===== config.mk =====
export PLATFORM = sky130hd
export DESIGN_NAME = network_output_schedule_pq
export DESIGN_NICKNAME = d
export VERILOG_FILES = /design/src/rtl/network_output_schedule_pq_pkg.sv /design/src/rtl/network_output_schedule_pq_queue_select_arbiter.sv /design/src/rtl/network_output_schedule_pq.sv
export SDC_FILE = /design/constraint.sdc
export NUM_CORES = 1
export LEC_CHECK = 0
export CAP_MARGIN = 15
export CORE_ASPECT_RATIO = 1.5
export CORE_MARGIN = 2
export CORE_UTILIZATION = 35
export CTS_BUF_LIST = sky130_fd_sc_hd__clkbuf_4 sky130_fd_sc_hd__clkbuf_8 sky130_fd_sc_hd__clkbuf_16
export CTS_CLUSTER_DIAMETER = 150
export CTS_CLUSTER_SIZE = 25
export DETAILED_ROUTE_END_ITERATION = 12
export SLEW_MARGIN = 30
export SYNTH_ARGS = -nofsm -noshare
export SYNTH_HDL_FRONTEND = slang
export SYNTH_SLANG_ARGS = --single-unit

===== constraint.sdc =====
create_clock -name i_clk -period 4.6 [get_ports i_clk]
set_input_delay 1.15 -clock i_clk [delete_from_list [all_inputs] [get_ports i_clk]]
set_output_delay 1.15 -clock i_clk [all_outputs]
set_load 0.02 [all_outputs]

===== src/rtl/network_output_schedule_pq_pkg.sv =====
// rtl/network_output_schedule_pq_pkg.sv - shared state encodings and default parameters
package network_output_schedule_pq_pkg;

   localparam int DEF_QUEUE_NUM = 8;
   localparam int DEF_BUFID_W   = 9;
   localparam int DEF_TAG_W     = 48;
   localparam int DEF_CNT_W     = 10;
   localparam int DEF_SP_NUM    = 3;

   typedef enum logic [1:0] {
      OSC_IDLE      = 2'd0,
      OSC_RD        = 2'd1,
      OSC_WAIT_DATA = 2'd2,
      OSC_WAIT_ACK  = 2'd3
   } osc_state_e;

endpackage


===== src/rtl/network_output_schedule_pq_queue_select_arbiter.sv =====
// rtl/network_output_schedule_pq_queue_select_arbiter.sv - combinational strict-priority + round-robin queue pick
module queue_select_arbiter
   import network_output_schedule_pq_pkg::*;
#(
   parameter int  QUEUE_NUM = DEF_QUEUE_NUM,
   parameter int  SP_NUM    = DEF_SP_NUM,
   localparam int QW        = $clog2(QUEUE_NUM)
) (
   input  logic [QUEUE_NUM-1:0] iv_eligible,
   input  logic [QW-1:0]        iv_rr_ptr,
   output logic                 o_any,
   output logic [QW-1:0]        ov_sel,
   output logic                 o_sel_rr,
   output logic [QW-1:0]        ov_rr_ptr_next
);

   localparam int RR_NUM = QUEUE_NUM - SP_NUM;

   logic          w_sp_hit;
   logic          w_rr_hit;
   logic [QW:0]   w_rr_sum;
   logic [QW-1:0] w_rr_idx;

   always_comb begin
      w_sp_hit       = 1'b0;
      w_rr_hit       = 1'b0;
      w_rr_sum       = '0;
      w_rr_idx       = '0;
      ov_sel         = '0;
      o_any          = 1'b0;
      o_sel_rr       = 1'b0;
      ov_rr_ptr_next = iv_rr_ptr;
      // ascending scan: the last eligible SP queue seen is the highest index
      for (int i = RR_NUM; i < QUEUE_NUM; i++) begin
         if (iv_eligible[i]) begin
            w_sp_hit = 1'b1;
            ov_sel   = QW'(i);
         end
      end
      if (!w_sp_hit) begin
         for (int k = 0; k < RR_NUM; k++) begin
            w_rr_sum = {1'b0, iv_rr_ptr} + (QW+1)'(k);
            if (w_rr_sum >= (QW+1)'(RR_NUM)) begin
               w_rr_sum = w_rr_sum - (QW+1)'(RR_NUM);
            end
            w_rr_idx = w_rr_sum[QW-1:0];
            if (!w_rr_hit && iv_eligible[w_rr_idx]) begin
               w_rr_hit = 1'b1;
               ov_sel   = w_rr_idx;
            end
         end
      end
      o_any    = w_sp_hit | w_rr_hit;
      o_sel_rr = w_rr_hit;
      if (w_rr_hit) begin
         ov_rr_ptr_next = (int'(ov_sel) + 1 >= RR_NUM) ? '0 : QW'(int'(ov_sel) + 1);
      end
   end

endmodule


===== src/rtl/network_output_schedule_pq.sv =====
// rtl/network_output_schedule_pq.sv - per-port output queue scheduler with linked-list heads and descriptor handshake
module network_output_schedule_pq
   import network_output_schedule_pq_pkg::*;
#(
   parameter int  QUEUE_NUM = DEF_QUEUE_NUM,
   parameter int  BUFID_W   = DEF_BUFID_W,
   parameter int  TAG_W     = DEF_TAG_W,
   parameter int  CNT_W     = DEF_CNT_W,
   parameter int  SP_NUM    = DEF_SP_NUM,
   localparam int QW        = $clog2(QUEUE_NUM)
) (
   input  logic                     i_clk,
   input  logic                     i_rst_n,
   input  logic [BUFID_W-1:0]       iv_pkt_bufid,
   input  logic [QW-1:0]            iv_queue_id,
   input  logic                     i_queue_id_wr,
   input  logic [QUEUE_NUM-1:0]     iv_gate_ctrl_vector,
   output logic [BUFID_W-1:0]       ov_queue_raddr,
   output logic                     o_queue_rd,
   input  logic [BUFID_W+TAG_W-1:0] iv_rd_queue_data,
   input  logic                     i_rd_queue_data_wr,
   output logic [BUFID_W-1:0]       ov_pkt_bufid,
   output logic [TAG_W-1:0]         ov_tsntag,
   output logic                     o_pkt_bufid_wr,
   input  logic                     i_pkt_bufid_ack,
   output logic [QW-1:0]            ov_schdule_id,
   output logic                     o_schdule_id_wr,
   output logic [QUEUE_NUM-1:0]     ov_queue_empty,
   output logic                     o_enq_overflow,
   output logic [1:0]               ov_osc_state
);

   osc_state_e           r_state;
   osc_state_e           w_state_nxt;
   logic [QW-1:0]        r_sel_q;
   logic [QW-1:0]        r_rr_ptr;
   logic [BUFID_W-1:0]   r_head  [QUEUE_NUM];
   logic [CNT_W-1:0]     r_count [QUEUE_NUM];
   logic                 r_queue_rd;
   logic [BUFID_W-1:0]   r_raddr;
   logic                 r_sched_wr;
   logic [QW-1:0]        r_sched_id;
   logic                 r_pkt_wr;
   logic [BUFID_W-1:0]   r_pkt_bufid;
   logic [TAG_W-1:0]     r_tsntag;
   logic                 r_ovf;

   logic [QUEUE_NUM-1:0] w_eligible;
   logic [QUEUE_NUM-1:0] w_enq_vec;
   logic [QUEUE_NUM-1:0] w_deq_vec;
   logic [QUEUE_NUM-1:0] w_full_vec;
   logic [QUEUE_NUM-1:0] w_empty_vec;
   logic                 w_any;
   logic [QW-1:0]        w_sel;
   logic                 w_sel_rr;
   logic [QW-1:0]        w_rr_ptr_next;
   logic                 w_deq;
   logic                 w_drop;
   logic [BUFID_W-1:0]   w_next_bufid;

   assign w_deq        = (r_state == OSC_WAIT_DATA) & i_rd_queue_data_wr;
   assign w_next_bufid = iv_rd_queue_data[BUFID_W+TAG_W-1:TAG_W];

   always_comb begin
      w_eligible  = '0;
      w_enq_vec   = '0;
      w_deq_vec   = '0;
      w_full_vec  = '0;
      w_empty_vec = '0;
      for (int q = 0; q < QUEUE_NUM; q++) begin
         w_empty_vec[q] = (r_count[q] == '0);
         w_full_vec[q]  = (r_count[q] == '1);
         w_eligible[q]  = iv_gate_ctrl_vector[q] & ~w_empty_vec[q];
         w_enq_vec[q]   = i_queue_id_wr & (iv_queue_id == QW'(q));
         w_deq_vec[q]   = w_deq & (r_sel_q == QW'(q));
      end
   end

   // a simultaneous dequeue frees a slot, so a full queue only drops when not draining
   assign w_drop = |(w_enq_vec & w_full_vec & ~w_deq_vec);

   queue_select_arbiter #(
      .QUEUE_NUM (QUEUE_NUM),
      .SP_NUM    (SP_NUM)
   ) u_arbiter (
      .iv_eligible    (w_eligible),
      .iv_rr_ptr      (r_rr_ptr),
      .o_any          (w_any),
      .ov_sel         (w_sel),
      .o_sel_rr       (w_sel_rr),
      .ov_rr_ptr_next (w_rr_ptr_next)
   );

   always_ff @(posedge i_clk) begin
      if (!i_rst_n) begin
         r_state <= OSC_IDLE;
      end else begin
         r_state <= w_state_nxt;
      end
   end

   always_comb begin
      w_state_nxt = r_state;
      case (r_state)
         OSC_IDLE:      if (w_any)              w_state_nxt = OSC_RD;
         OSC_RD:                                w_state_nxt = OSC_WAIT_DATA;
         OSC_WAIT_DATA: if (i_rd_queue_data_wr) w_state_nxt = OSC_WAIT_ACK;
         OSC_WAIT_ACK:  if (i_pkt_bufid_ack)    w_state_nxt = OSC_IDLE;
         default:                               w_state_nxt = OSC_IDLE;
      endcase
   end

   always_ff @(posedge i_clk) begin
      if (!i_rst_n) begin
         r_sel_q     <= '0;
         r_rr_ptr    <= '0;
         r_queue_rd  <= 1'b0;
         r_raddr     <= '0;
         r_sched_wr  <= 1'b0;
         r_sched_id  <= '0;
         r_pkt_wr    <= 1'b0;
         r_pkt_bufid <= '0;
         r_tsntag    <= '0;
         r_ovf       <= 1'b0;
         for (int q = 0; q < QUEUE_NUM; q++) begin
            r_head[q]  <= '0;
            r_count[q] <= '0;
         end
      end else begin
         r_queue_rd <= 1'b0;
         r_sched_wr <= 1'b0;
         r_pkt_wr   <= 1'b0;
         r_ovf      <= w_drop;
         if (r_state == OSC_IDLE && w_any) begin
            r_sel_q    <= w_sel;
            r_queue_rd <= 1'b1;
            r_raddr    <= r_head[w_sel];
            r_sched_wr <= 1'b1;
            r_sched_id <= w_sel;
            if (w_sel_rr) begin
               r_rr_ptr <= w_rr_ptr_next;
            end
         end
         if (w_deq) begin
            r_pkt_wr    <= 1'b1;
            r_pkt_bufid <= r_head[r_sel_q];
            r_tsntag    <= iv_rd_queue_data[TAG_W-1:0];
         end
         for (int q = 0; q < QUEUE_NUM; q++) begin
            if (w_enq_vec[q] && w_deq_vec[q]) begin
               // last element leaving while a new one arrives: memory link is stale
               r_head[q] <= (r_count[q] == CNT_W'(1)) ? iv_pkt_bufid : w_next_bufid;
            end else if (w_enq_vec[q]) begin
               if (w_empty_vec[q]) begin
                  r_head[q]  <= iv_pkt_bufid;
                  r_count[q] <= CNT_W'(1);
               end else if (!w_full_vec[q]) begin
                  r_count[q] <= r_count[q] + CNT_W'(1);
               end
            end else if (w_deq_vec[q]) begin
               r_head[q]  <= w_next_bufid;
               r_count[q] <= r_count[q] - CNT_W'(1);
            end
         end
      end
   end

   assign ov_queue_raddr  = r_raddr;
   assign o_queue_rd      = r_queue_rd;
   assign ov_pkt_bufid    = r_pkt_bufid;
   assign ov_tsntag       = r_tsntag;
   assign o_pkt_bufid_wr  = r_pkt_wr;
   assign ov_schdule_id   = r_sched_id;
   assign o_schdule_id_wr = r_sched_wr;
   assign ov_queue_empty  = w_empty_vec;
   assign o_enq_overflow  = r_ovf;
   assign ov_osc_state    = r_state;

endmodule


Word-level counts from Yosys, hierarchy flattened
Memory sizes are Yosys's and may differ from the RTL's. A register that Yosys moved wholly into a read port is not among the register bits.
Cells that the tools add are included.
W data, S select, Z words.

cells by class
  order comparisons = 11
  reduce and logical (&&, ||, !) cells = 33
  multiplexer cells = 258
  bitwise logic cells = 85
  add/sub/neg operators = 26
  equality and inequality tests = 36

operator list
  operator                 count
  $mux W9                  32
  $mux W10                 24
  $mux W1                  173
  $add A10 B1 Y10 const B  8
  $eq A10 B1 Y1 const B    8
  $eq A10 B10 Y1 const B   8
  $logic_not A10 Y1        8
  $sub A10 B1 Y10 const B  8
  $mux W3                  20
  $or A1 B1 Y1             49
  $ge A32 B4 Y1 const B    1
  $and A1 B1 Y1            25
  $eq A3 B3 Y1 const B     8
  $lt A3 B4 Y1 const B     5
  $and A8 B8 Y8            2
  $ge A4 B3 Y1 const B     4
  $bmux W1 S3              5
  $sub A3 B3 Y3 const B    5
  $logic_and A1 B1 Y1      13
  $eq A3 B2 Y1 const B     4
  $add A3 B1 Y4 const B    2
  $add A3 B2 Y4 const B    2
  $not A1 Y1               8
  $not A8 Y8               1
  14 further kinds         26

word-level totals
  output and inout port bits = 83
  memories kept = 2
  RAM bits = 152
  flip-flop bits (word level) = 59
  input port bits = 82
  word-level logic and storage cells = 458

memory list
  name     depth  bits a word  rd ports  clocked after Yosys merged registers in  write ports  line                              source
  r_count  8      10           8         0                                        8            network_output_schedule_pq.sv:38  logic [CNT_W-1:0] r_count [QUEUE_NUM];
  r_head   8      9            2         2                                        8            network_output_schedule_pq.sv:37  logic [BUFID_W-1:0] r_head [QUEUE_NUM];

Longest topological paths before layout
An unclocked memory read counts as a cell.

  depth after elaboration = 31
  mapped depth = 17

By module
A second synthesis with hierarchy kept.

second synthesis, totals
  cell total of the unflattened synthesis = 1663
  area, all modules = 15787.6 um^2

modules (own cells, without submodules)
  module                      cells each  instances  area an instance (um^2)  sequential area each (um^2)
  network_output_schedule_pq  1467        1          14237.4                  6105.9
  queue_select_arbiter        196         1          1550.2                   0.0

Worst setup path after synthesis
OpenSTA, ideal clock, no wires.

  kind = register -> register
  start point = register r_rr_ptr[1]
  end point = register r_raddr[1], in the netlist ov_queue_raddr[1], read port of r_head
  cell stages (with the launch flop) = 16
  setup time = 0.127 ns
  path slack = 0.632 ns
  period minus slack after synthesis = 3.968 ns
  path buffers = 1
  required time = 4.473 ns
  arrival time = 3.841 ns
  cell sequence = dfxtp_1 > ha_1 > inv_1 > fa_1 > a21oi_1 > mux2_2 > nand3_1 > nand4_1 > or2_2 > nand3_1 > and3b_1 > a31oi_1 > buf_2 > mux2i_1 > o22ai_1 > or3_1

between the ends
  cells in the longest elaborated chain, start to end = 25

ends and longest elaborated chain
  item                                                                    line                               source
  start, declared                                                         network_output_schedule_pq.sv:36   logic [QW-1:0] r_rr_ptr;
  start signal, assigned                                                  network_output_schedule_pq.sv:141  r_rr_ptr <= w_rr_ptr_next;
  parallel branches: the longest is 25 deep, another holds $add A3 B1 Y4  n/a
  end, declared                                                           network_output_schedule_pq.sv:40   logic [BUFID_W-1:0] r_raddr;

Several ways; the timed one is not identified. The select of a mux whose other input is x is not followed.
A chain may end at the register's enable or synchronous reset.

==> impl_metrics.yaml <==
grt:
  grt_pass1_wl_mm: 71.75
  grt_usage: 0.2060
  grt-ovfl-total: 0
  grt_max_degree: 87
  antenna_found_initial: 1
  grt_pass1_vias: 12690
floorplan:
  ios: 165
  dieArea_mm2: 0.04416
  start_util: 0.3537
  row_count: 92
  die_h_um: 256.4
  die_w_um: 172.2
  coreArea_mm2: 0.04202
timing:
  fin_setup_tns_ns: 0
  relSlewSlack: 0.4808
  worst_slack_ns: 0.2369
  rsz0062_at_grt: "false"
  setup_viol: 0
  fmaxAchievable_ghz: 0.2292
  slew_violations: 0
  tightest_slew_ns: 0.7789
  period_share: 0.9485
  timing.final.hold_violations: 0
  period_minus_slack_ns: 4.363
  skew_ns: 0.04467
drt:
  avgRoutedWirePerCell_um: 19.77
  first_pass_iters: 6
  drt_wl_total_mm: 46.44
  dr.first_iter.drc_count: 984
  via_per_inst: 5.642
  via_count: 13250
  drc: 0
  postRouteAntennaNets: 0
synth:
  syn-num-nets: 1769
  synth-seq-area-share: 0.4109
  syn_inst: 1649
  synth-xor-area-share: 0.008841
  synth_top_family_by_area: "simple AND/OR/NAND/NOR gates"
  synthSimpleGateAreaFrac: 0.2038
  synth-seq-cells: 229
  synth_area_mm2: 0.01486
  synth_edf_count: 152
  avgSynthCellArea_um2: 9.012
  async_reset_ff_frac: 0
  synth-compound-area-share: 0.1844
  yosysWarningCount: 0
  muxShareOfSynthArea: 0.1151
  synthAdderAreaFrac: 0.03250
  synth_ff_type: "edfxtp_1"
  synth_cell_types: 80
worst_setup_path:
  slowest_stage: "o31ai_1"
  startpoint_type: "register"
  crit_family: "simple AND/OR/NAND/NOR gates"
  cp_cell_sequence: "inv_1, ha_1, or4b_1, o31ai_1, a221o_1, o22ai_1, clkinv_1, nand3_2, or3b_1, a31oi_4, or3_1, buf_4, o22ai_1, or3_1"
  worst-endpoint-required_ns: 4.98
  critPathMaxStageDelay_ns: 0.68
  critPathBufInv: 3
  crit_type: "register to register"
  crit_fanout: 9
  crit_arrival_ns: 4.74
  endpoint_kind: "register"
cells_and_area:
  design_area_mm2: 0.01774
  areaGrowthSynthToFinish_pct: 19.36
  drive_gt1_frac: 0.08739
  nFillCells: 4071
  fin_nets: 1899
  utilization: 0.4222
  antenna_cells: 0
clock_tree:
  cts_buffers: 13
  worstSkewPairLatency_ns: 0.52
  path_clk_slew_ns: 0.10
  clock_sinks: 229
  cts_root_buffer: "clkbuf_16"
  cts_tree: "done"
  cts.path.max_buffers: 3
  htree_levels: 1
pwr:
  p_clk_frac: 0.222
  peakVddDrop_mv: 0.1818
  power_leakage_nw: 6.377
  p_int_mw: 3.871
  pwr_density_cell_mw_per_mm2: 333.8
  p_sw_mw: 2.050
  p_comb_frac: 0.339
  p_total_mw: 5.921
  sw_frac_of_total: 0.3462
  power_frac_seq: 0.439
place:
  dpl_cell_area_mm2: 0.01730
  place_ws_ns: 0.03907
  dpl.hpwl_mm: 33.94
  portBuffers: 164
  routabilityCongestion: 0.9325
flow_run:
  maxCapViolations: 0
hold_path:
  hp-class: "register to register"
outcome:
  status: "finished, final reports clean"
[power groups by stage]
stage / registers, mW / logic, mW / clock network [mW]
finish: 2.60 / 2.01 / 1.32
global route: 2.63 / 2.18 / 1.42
CTS: 2.59 / 2.01 / 1.37
detailed placement: 2.64 / 2.00 / 0
global placement: 2.63 / 1.98 / 0
floorplan: 2.69 / 1.21 / 0
[stage by stage]
stage	hold WS, ns	instances
after floorplan	0.5345	1649
after global placement	0.4405	2326
after detailed placement	0.4474	2327
after CTS	0.4609	2348
after global routing	0.4817	2349
final	0.4584	2349
[metal layers]
| metal | up-vias | track usage | routed length, um |
|---|---|---|---|
| met5 | - | 0 | 11 |
| met4 | 2 | 0.07983 | 1743 |
| met3 | 88 | 0.02300 | 2605 |
| met2 | 418 | 0.3754 | 23790 |
| met1 | 6362 | 0.2440 | 18290 |
| li1 | 6384 | - | - |
[worst min-delay path, cell delays in order, from the launching register on]
cell and delay, ns:
dfxtp_1 0.32, nand2_1 0.05, a21oi_1 0.05
[what timing repair did]
item                                    CTS  global route
hold buffers                              0             0
endpoints found under the setup margin    0            10
endpoints found under the hold margin     0             0
gates resized for setup                   0             5
setup buffers                             0             1
[cell type report]
class / count / area, um^2 / share of cell area
tap: 564 / 705.7 / 0.03979
multi-input combinational: 1254 / 8152 / 0.4596
clock inverter: 1 / 30.03 / 0.001693
clock buffer: 20 / 377.9 / 0.02130
inverter: 48 / 180.2 / 0.01016
timing repair buffer: 233 / 2183 / 0.1231
sequential: 229 / 6108 / 0.3444
[cells in the mapped netlist (4+ instances only)]
cell | instances | area share
a31o_2 | 5 | 0.0029
a211oi_1 | 28 | 0.014
buf_1 | 13 | 0.0033
nor3_1 | 42 | 0.014
mux2i_1 | 118 | 0.079
or3_1 | 24 | 0.010
o21a_1 | 7 | 0.0035
xnor2_1 | 10 | 0.0059
nor2b_1 | 11 | 0.0046
a32oi_1 | 8 | 0.0047
dfxtp_1 | 77 | 0.10
o22a_1 | 21 | 0.012
and3_1 | 44 | 0.019
nand4_1 | 7 | 0.0029
nand3_1 | 50 | 0.017
ha_1 | 37 | 0.031
clkbuf_1 | 92 | 0.023
a21oi_1 | 136 | 0.046
or2_2 | 13 | 0.0055
xor2_1 | 5 | 0.0029
o211ai_1 | 7 | 0.0035
o31ai_1 | 8 | 0.0040
a31oi_1 | 18 | 0.0076
a221oi_1 | 30 | 0.018
o22ai_1 | 34 | 0.014
a22oi_1 | 5 | 0.0025
a221o_1 | 5 | 0.0034
or4_1 | 8 | 0.0040
edfxtp_1 | 152 | 0.31
mux4_2 | 22 | 0.033
nor4_1 | 17 | 0.0072
nor3b_1 | 5 | 0.0025
o31a_1 | 5 | 0.0029
a22o_1 | 10 | 0.0059
nand2b_1 | 19 | 0.0080
o21ai_0 | 49 | 0.017
o21ai_1 | 4 | 0.0013
nor2_1 | 197 | 0.050
buf_2 | 9 | 0.0030
a21o_1 | 6 | 0.0030
and2_1 | 6 | 0.0025
inv_1 | 46 | 0.012
nand2_1 | 184 | 0.046
[cells in the final DEF, fill, tap and decap left out, types with 11 or more instances in the layout]
cell	netlist	layout
a211oi_1	28	28
a21oi_1	136	136
a221oi_1	30	30
a31oi_1	18	17
and3_1	44	44
buf_4	1	66
clkbuf_16	0	13
clkdlybuf4s50_1	0	163
dfxtp_1	77	75
edfxtp_1	152	152
ha_1	37	37
inv_1	46	46
mux2i_1	118	118
mux4_2	22	22
nand2_1	184	183
nand2b_1	19	19
nand3_1	50	49
nor2_1	197	196
nor2b_1	11	11
nor3_1	42	40
nor4_1	17	17
o21ai_0	49	49
o22a_1	21	21
o22ai_1	34	34
or2_2	13	13
or3_1	24	24
[path summary, 6_finish.rpt]
| check | from | endpoint | slack (ns) | depth (start not counted) |
|---|---|---|---|---|
| setup / recovery | r_count[1][1] | ov_queue_raddr[8] | 0.24 | 14 |
| hold / removal | ov_tsntag[10] | ov_tsntag[10] | 0.46 | 2 |
| setup reg to reg | r_count[1][1] | ov_queue_raddr[8] | 0.24 | 14 |
| hold reg to reg | ov_tsntag[10] | ov_tsntag[10] | 0.46 | 2 |
[state kept, by name, summed over array words and instances (netlist names)]
register / cells
o_enq_overflow: 1
o_pkt_bufid_wr: 1
o_schdule_id_wr: 1
ov_osc_state: 2
ov_pkt_bufid: 9
ov_queue_raddr: 9
ov_schdule_id: 3
ov_tsntag: 48
r_count: 80
r_head: 72
r_rr_ptr: 3
[cells by family (layout without fill, tap and decap cells)]
kind of cell / Yosys count / after routing
XOR/XNOR: 15 / 15
AND/OR/NAND/NOR: 645 / 645
adder cells (fa/ha/maj): 38 / 38
flip-flops: 229 / 229
buffers and inverters: 166 / 302
multiplexers: 143 / 143
AO/OA/AOI/OAI: 413 / 413
No activity file was read; power rests on OpenSTA's default activity.
